--- src/rtl/pipe_hazard_ctrl.sv ---
// Pipeline hazard controller: load-use / branch-operand stalls, redirect flushes,
// data-memory wait freezing with a timeout trap, and saturating stall/flush counters.
module pipe_hazard_ctrl #(
    parameter int TIMEOUT = 255,
    parameter int CNTW    = 16
) (
    input  logic            clk,
    input  logic            reset,
    input  logic [4:0]      id_rs1,
    input  logic [4:0]      id_rs2,
    input  logic            id_uses_rs1,
    input  logic            id_uses_rs2,
    input  logic            id_is_branch,
    input  logic            id_redirect,
    input  logic [4:0]      ex_rd,
    input  logic            ex_reg_write,
    input  logic            ex_mem_read,
    input  logic [4:0]      mem_rd,
    input  logic            mem_mem_read,
    input  logic            mem_req,
    input  logic            mem_ready,
    output logic            pc_we,
    output logic            if_id_we,
    output logic            id_ex_we,
    output logic            ex_mem_we,
    output logic            mem_wb_we,
    output logic            if_id_flush,
    output logic            id_ex_flush,
    output logic            ex_mem_flush,
    output logic            mem_wb_flush,
    output logic            err,
    output logic [CNTW-1:0] stall_cnt,
    output logic [CNTW-1:0] flush_cnt
);
    localparam int WW = (TIMEOUT < 2) ? 1 : $clog2(TIMEOUT + 1);

    typedef enum logic [1:0] {S_RUN, S_WAIT, S_ERR} state_t;

    state_t          state_q, state_d;
    logic [WW-1:0]   wait_cnt_q, wait_cnt_d;
    logic [WW:0]     wait_inc;
    logic [CNTW-1:0] stall_cnt_q, stall_cnt_d;
    logic [CNTW-1:0] flush_cnt_q, flush_cnt_d;

    logic ex_hit, mem_hit, load_use, br_haz, data_haz, mem_freeze;

    // Register zero never carries a real dependency.
    always_comb begin
        ex_hit  = (ex_rd != 5'd0) &&
                  ((id_uses_rs1 && ex_rd == id_rs1) || (id_uses_rs2 && ex_rd == id_rs2));
        mem_hit = (mem_rd != 5'd0) &&
                  ((id_uses_rs1 && mem_rd == id_rs1) || (id_uses_rs2 && mem_rd == id_rs2));
        load_use   = ex_mem_read && ex_hit;
        br_haz     = id_is_branch && ((ex_reg_write && ex_hit) || (mem_mem_read && mem_hit));
        data_haz   = load_use || br_haz;
        mem_freeze = (state_q != S_ERR) && mem_req && !mem_ready;
    end

    always_comb begin
        pc_we        = 1'b1;
        if_id_we     = 1'b1;
        id_ex_we     = 1'b1;
        ex_mem_we    = 1'b1;
        mem_wb_we    = 1'b1;
        if_id_flush  = 1'b0;
        id_ex_flush  = 1'b0;
        ex_mem_flush = 1'b0;
        mem_wb_flush = 1'b0;
        if (!reset) begin
            {pc_we, if_id_we, id_ex_we, ex_mem_we, mem_wb_we} = 5'b00000;
            {if_id_flush, id_ex_flush, ex_mem_flush, mem_wb_flush} = 4'b1111;
        end else if (state_q == S_ERR) begin
            {pc_we, if_id_we, id_ex_we, ex_mem_we, mem_wb_we} = 5'b00000;
        end else if (mem_freeze) begin
            // Whole pipe holds; the bubble goes into WB so nothing retires twice.
            {pc_we, if_id_we, id_ex_we, ex_mem_we, mem_wb_we} = 5'b00000;
            mem_wb_flush = 1'b1;
        end else if (data_haz) begin
            pc_we       = 1'b0;
            if_id_we    = 1'b0;
            id_ex_flush = 1'b1;
        end else if (id_redirect) begin
            if_id_flush = 1'b1;
        end
    end

    always_comb begin
        state_d    = state_q;
        wait_cnt_d = wait_cnt_q;
        wait_inc   = {1'b0, wait_cnt_q} + (WW + 1)'(1);
        case (state_q)
            S_RUN: begin
                if (mem_freeze) begin
                    state_d    = S_WAIT;
                    wait_cnt_d = '0;
                end
            end
            S_WAIT: begin
                // Timeout wins over a ready arriving in the same cycle.
                if (wait_inc >= (WW + 1)'(TIMEOUT)) begin
                    state_d = S_ERR;
                end else if (mem_ready) begin
                    state_d = S_RUN;
                end else begin
                    wait_cnt_d = wait_inc[WW-1:0];
                end
            end
            default: state_d = S_ERR;
        endcase

        stall_cnt_d = stall_cnt_q;
        flush_cnt_d = flush_cnt_q;
        if (!pc_we && !(&stall_cnt_q))
            stall_cnt_d = stall_cnt_q + CNTW'(1);
        if (if_id_flush && !(&flush_cnt_q))
            flush_cnt_d = flush_cnt_q + CNTW'(1);
    end

    always_ff @(posedge clk or negedge reset) begin
        if (!reset) begin
            state_q     <= S_RUN;
            wait_cnt_q  <= '0;
            stall_cnt_q <= '0;
            flush_cnt_q <= '0;
        end else begin
            state_q     <= state_d;
            wait_cnt_q  <= wait_cnt_d;
            stall_cnt_q <= stall_cnt_d;
            flush_cnt_q <= flush_cnt_d;
        end
    end

    assign err       = (state_q == S_ERR);
    assign stall_cnt = stall_cnt_q;
    assign flush_cnt = flush_cnt_q;
endmodule

--- config.mk ---
export PLATFORM = sky130hd
export DESIGN_NAME = pipe_hazard_ctrl
export DESIGN_NICKNAME = d
export VERILOG_FILES = /design/src/rtl/pipe_hazard_ctrl.sv
export SDC_FILE = /design/constraint.sdc
export NUM_CORES = 1
export LEC_CHECK = 0
export CORE_ASPECT_RATIO = 1.5
export CORE_MARGIN = 5
export CORE_UTILIZATION = 43
export CTS_CLUSTER_DIAMETER = 60
export CTS_CLUSTER_SIZE = 24
export DETAILED_ROUTE_END_ITERATION = 10
export MAX_ROUTING_LAYER = met4
export PLACE_DENSITY_LB_ADDON = 0.15
export SLEW_MARGIN = 25
export SYNTH_ARGS = -nofsm -noshare
export SYNTH_HDL_FRONTEND = slang
export SYNTH_SLANG_ARGS = --single-unit
--- constraint.sdc ---
create_clock -name clk -period 2.09 [get_ports clk]
set_clock_uncertainty 0.15 [all_clocks]
set_input_delay 0.418 -clock clk [delete_from_list [all_inputs] [get_ports clk]]
set_output_delay 0.418 -clock clk [all_outputs]
set_load 0.005 [all_outputs]
* After elaboration in Yosys (flattened, before gate mapping)
Cells that the tools add are included.
** Word-level totals
- Logic and storage cells :: 77
- Flip-flop bits (word level) :: 42
- Output and inout bits :: 42
** Operators by class
- Multiplexer cells :: 28
- Add/subtract/negate cells :: 3
- Equality and inequality tests :: 11
- Reduce and logical (&&, ||, !) cells :: 30
- Order comparisons :: 1
** Operators with widths (count)
- $add A16 B1 Y16 const B :: 2
- $reduce_and A16 Y1 :: 2
- $mux W8 :: 3
- $eq A5 B5 Y1 :: 4
- $mux W1 :: 20
- $pmux W8 S2 :: 1
- $logic_and A1 B1 Y1 :: 14
- $reduce_bool A5 Y1 :: 2
- $add A8 B1 Y9 const B :: 1
- $ge A9 B8 Y1 const B :: 1
- $ne A2 B2 Y1 const B :: 4
- $mux W2 :: 3
- $logic_not A1 Y1 :: 4
- $logic_or A1 B1 Y1 :: 4
- $pmux W2 S2 :: 1
- $reduce_and A4 Y1 :: 1
- $ne A3 B3 Y1 const B :: 1
- $eq A2 B1 Y1 const B :: 1
- $eq A2 B2 Y1 const B :: 1
- $logic_not A2 Y1 :: 1
- $reduce_and A2 Y1 :: 1
- $reduce_bool A2 Y1 :: 1

* Longest topological paths before layout
- Word-level depth :: 14
- Gate-level depth with buffers :: 10
- Depth with buffers taken out :: 9

* Worst setup path before layout
Ideal clock, no wire load.
- Path kind :: register to register
- From :: register wait_cnt_q[0]
- To :: register wait_cnt_q[6]
- Library setup time :: 0.095 ns
- Path buffers :: 1
- Setup slack :: -0.222 ns
- Period minus slack after synthesis :: 2.312 ns
- Data required time :: 1.845 ns
- Stages on the path, launching flop included :: 11
- Arrival :: 2.067 ns
- Path through :: dfrtp_1 inv_1 ha_1 o21bai_1 o211ai_2 o21ai_1 a21o_1 or3_1 or2_1 buf_2 o31ai_1
** On the way
- Cells in the longest elaborated chain, start to end :: 4
- Elaborated cells between the ends (all ways) :: 7
- Those cells by class :: add/sub (1); order compare (1); eq/ne (1); mux (3); reduce/logical (1)
** RTL lines
- from (decl) :: RTL line 40 : logic [WW-1:0] wait_cnt_q, wait_cnt_d;
- from (signal assigned) :: RTL line 127 : wait_cnt_q <= wait_cnt_d;
- $add A8 B1 Y9 * :: RTL line 90 : wait_inc = {1'b0, wait_cnt_q} + (WW + 1)'(1);
- $ge A9 B8 Y1 / $mux W8 (equally long branches) :: RTL line 100, 102
- $ne A2 B2 Y1 (no line) / $mux W8 (equally long branches)
- $reduce_and A4 Y1 (no line) / $pmux W8 S2 (equally long branches)
Mark *: on every way between the ends. The rest lies on a longest branch, timed or not. The select of a mux whose other input is x is not followed.
A chain may end at the register's enable or synchronous reset.

* Final worst setup path
- From :: input port mem_rd[2]
- To :: output port if_id_flush
** On the way
- Cells in the longest elaborated chain, start to end :: 12
- Elaborated cells between the ends (all ways) :: 15
- Those cells by class :: eq/ne (2); mux (4); reduce/logical (9)
** RTL lines
- from (decl) :: RTL line 18 : input logic [4:0] mem_rd,
- $eq A5 B5 Y1 :: RTL line 52 : ((id_uses_rs1 && mem_rd == id_rs1) || (id_uses_rs2 && mem_rd == id_rs2));
- $logic_and A1 B1 Y1 :: RTL line 52
- $logic_or A1 B1 Y1 :: RTL line 52
- $logic_and A1 B1 Y1 * :: RTL line 51 : mem_hit = (mem_rd != 5'd0) &&
- $logic_and A1 B1 Y1 * :: RTL line 54 : br_haz = id_is_branch && ((ex_reg_write && ex_hit) || (mem_mem_read && mem_hit));
- $logic_or A1 B1 Y1 * :: RTL line 54
- $logic_and A1 B1 Y1 * :: RTL line 54
- $logic_or A1 B1 Y1 * :: RTL line 55 : data_haz = load_use || br_haz;
- $mux W1 * :: RTL line 78 : end else if (data_haz) begin
- $mux W1 * :: RTL line 74 : end else if (mem_freeze) begin
- $mux W1 * :: RTL line 72 : end else if (state_q == S_ERR) begin
- $mux W1 * :: RTL line 69 : if (!reset) begin
- to (decl) :: RTL line 27 : output logic if_id_flush,
Mark *: on every way between the ends. The rest lies on a longest branch, timed or not.

==> flow_summary.yaml <==
run_status:
  status: "complete, but fails checks"
  violations: "setup timing"
route:
  routed_via_density: 5.25
  drt_pass1_iterations: 4
  post_drt_wl_per_cell_um: 15.2
  finalWirelength_um: 6570
  vias: 2267
  drt-initial-drc-count: 81
  ant_nets: 0
  drc: 0
synthesis:
  ys_seq_area_share_pct: 43.3
  synth_top_area_share_pct: 43.3
  yosys.area.top_type: "dfrtp_1"
  yosys_most_used_dff: "dfrtp_1"
  syn_area_mm2: 0.00243
  syn_nets: 284
  synth-seq-cells: 42
  postSynthCellCount: 249
  synth.area.top_cells: "dfrtp_1 (43%), xnor2_1 (16%), nand3_1 (4.3%), nand2_1 (3.4%), and3_1 (3.1%)"
  synthArstFlopShare_pct: 100
  synth-warning-count: 0
  synth_common_cells: "xnor2_1 (43), dfrtp_1 (42), nand2_1 (22), nand3_1 (21)"
  synth.most_common_cell: "xnor2_1"
  ys_types: 42
  avgSynthCellArea_um2: 9.74
  synth_edf_count: 0
clock_network:
  h-tree-depth: 2
  clk_pin_slew_ns: 0.08
  clockBufferDepth: 2
  numCtsBuffers: 5
  cts_tree: "done"
  cts_sinks: 42
  clock_latency_ns: 0.29
  cts_root_buf: "clkbuf_8"
global_route:
  grt_max_degree: 23
  antenna_found_initial: 0
  grt_pass1_vias: 2332
  overflow: 0
  track_usage_pct: 19.2
  grt_pass1_wl_um: 10900
pwr:
  p_switching_w: 0.000879
  power_leakage_nw: 1.72
  clock_power_share_pct: 22.7
  powerDensity_mw_per_mm2: 745
  p_comb_share_pct: 38.6
  p_seq_share_pct: 38.8
  p_int_w: 0.00201
  power.total_w: 0.00289
  swShare_pct: 30.4
  peakVddDrop_mv: 0.660
setup_path:
  worstPathMaxFanout: 4
  critical_path_required_ns: 1.52
  cp-end-kind: "primary output"
  critPathLaunch: "mem_rd[2]"
  critPathArrivalTime_ns: 1.76
  reg2reg_depth: 9
  r2r_start: "wait_cnt_q[1]$_DFFE_PN0P_"
  startpoint_type: "input port"
  setup.worst_path.class: "input port to primary output"
  rrSetupSlack_ns: -0.18
  r2r_end: "wait_cnt_q[0]$_DFFE_PN0P_"
timing:
  final.setup.tns_ns: -2.08
  setup_viol: 22
  fin_hold_ws_ns: 0.0788
  hold_viol: 0
  max_freq_ghz: 0.430
  worst_pin_slew_ns: 0.435
  max_slew_margin_pct: 70.9
  rsz0062_at_grt: "true"
  worst_slack_ns: -0.238
  fin_crit_sh_pct: 111
  fin_crit_ns: 2.33
  slew_violations: 0
floorplan:
  num_rows: 33
  num_io_pins: 73
  coreArea_mm2: 0.00549
  dieArea_mm2: 0.00728
  start_util_pct: 44.2
  die_h_um: 102
  die_w_um: 71.3
hold_path:
  hp-class: "input port to asynchronous set/reset pin"
placed_design:
  portBuffers: 72
  placed_area_mm2: 0.00347
  placed_cells: 415
  hpwl_um: 4700
  place_congestion: 0.875
final_layout:
  final_area_mm2: 0.00387
  diodes: 0
  drive_gt1_share_pct: 37.3
  area_growth_syn_to_layout_pct: 59.7
  nNetsFinal: 397
  layout.cells.non_filler: 432
job:
  maxCapViolCount: 0
layout make-up:
type	instances	area, um^2
sequential	42	1050
fill	414	1620
inverter	5	18.8
clock inverter	1	30.0
clock buffer	6	82.6
multi-input combinational	192	1620
timing repair buffer	116	987
tap	70	87.6
critical path: stages:
cell and delay [ns]:
buf_6 0.09, or3_4 0.37, o311a_1 0.32, a22oi_4 0.18, buf_6 0.13, a31o_4 0.15, buf_6 0.09
worst max path at each step:
stage,end,slack (ns),depth (start not counted)
3_3_place_gp,if_id_we,-0.91,6
6_report,if_id_flush,-0.24,7
5_1_grt,if_id_flush,-0.28,7
2_1_floorplan,wait_cnt_q[7]$_DFFE_PN0P_,-0.19,10
3_5_place_dp,if_id_we,-0.91,6
4_1_cts,if_id_flush,-0.30,7
cells by family (layout without fill, tap and decap cells):
| kind of cell | count (synthesis) | after routing | share of synthesized area, % |
|---|---|---|---|
| and+or+nand+nor | 104 | 104 | 22.8 |
| xor gates and xnor gates | 49 | 49 | 17.7 |
| DFF | 42 | 42 | 43.3 |
| AOI/OAI and AO/OA | 33 | 33 | 10.2 |
| buffers and inverters | 15 | 128 | 2.99 |
| adders and majority gates | 4 | 4 | 2.06 |
| muxes | 2 | 2 | 0.928 |
metrics by stage:
stage / setup WS, ns / utilization, %
finish: -0.238 / 70.6
global route: -0.277 / 70.6
global placement: -0.912 / 63.2
floorplan: -0.188 / -
CTS: -0.300 / 67.7
detailed placement: -0.910 / 63.2
cells in the final DEF (no fill, tap or decap), drive strengths merged, types with 3 or more instances in the layout:
cell type / n
nand2b: 5
nand3: 21
o31ai: 3
nand2: 22
dlygate4sd2: 7
o21ai: 13
nand4: 12
clkdlybuf4s50: 37
xor2: 6
xnor2: 43
and2: 3
and3: 12
buf: 66
nor2: 10
a21oi: 3
ha: 4
clkbuf: 8
a31oi: 3
inv: 5
nor3: 6
dfrtp: 42
or3: 3
flip-flops by register name (all words and copies together) (netlist names):
signal / cells
flush_cnt: 16
stall_cnt: 16
wait_cnt_q: 8
state_q: 2
routing by layer:
layer	GRT usage, %	vias up	part of all wire [%]
li1	-	1101	-
met1	22.1	1105	41
met2	33.3	52	53
met3	3.94	9	3.9
met4	6.37	0	1.9
met5	-	-	0
power groups by stage:
stage	Combinational [W]	Sequential [W]	Clock, W
after floorplan	0.000406	0.00115	0
after global placement	0.00102	0.00112	0
after detailed placement	0.00104	0.00113	0
after CTS	0.00109	0.00112	0.000675
after global routing	0.00122	0.00115	0.000707
final	0.00111	0.00112	0.000654
timing repair:
action / CTS / global route
cloned: 1 / 1
pin swaps: 36 / 18
hold endpoints to repair: 9 / 0
hold buffers: 1 / 0
resized for setup: 144 / 42
setup endpoints to repair: 48 / 47
setup buffers: 3 / 5
Note: power is estimated with default switching activity, not from simulation.
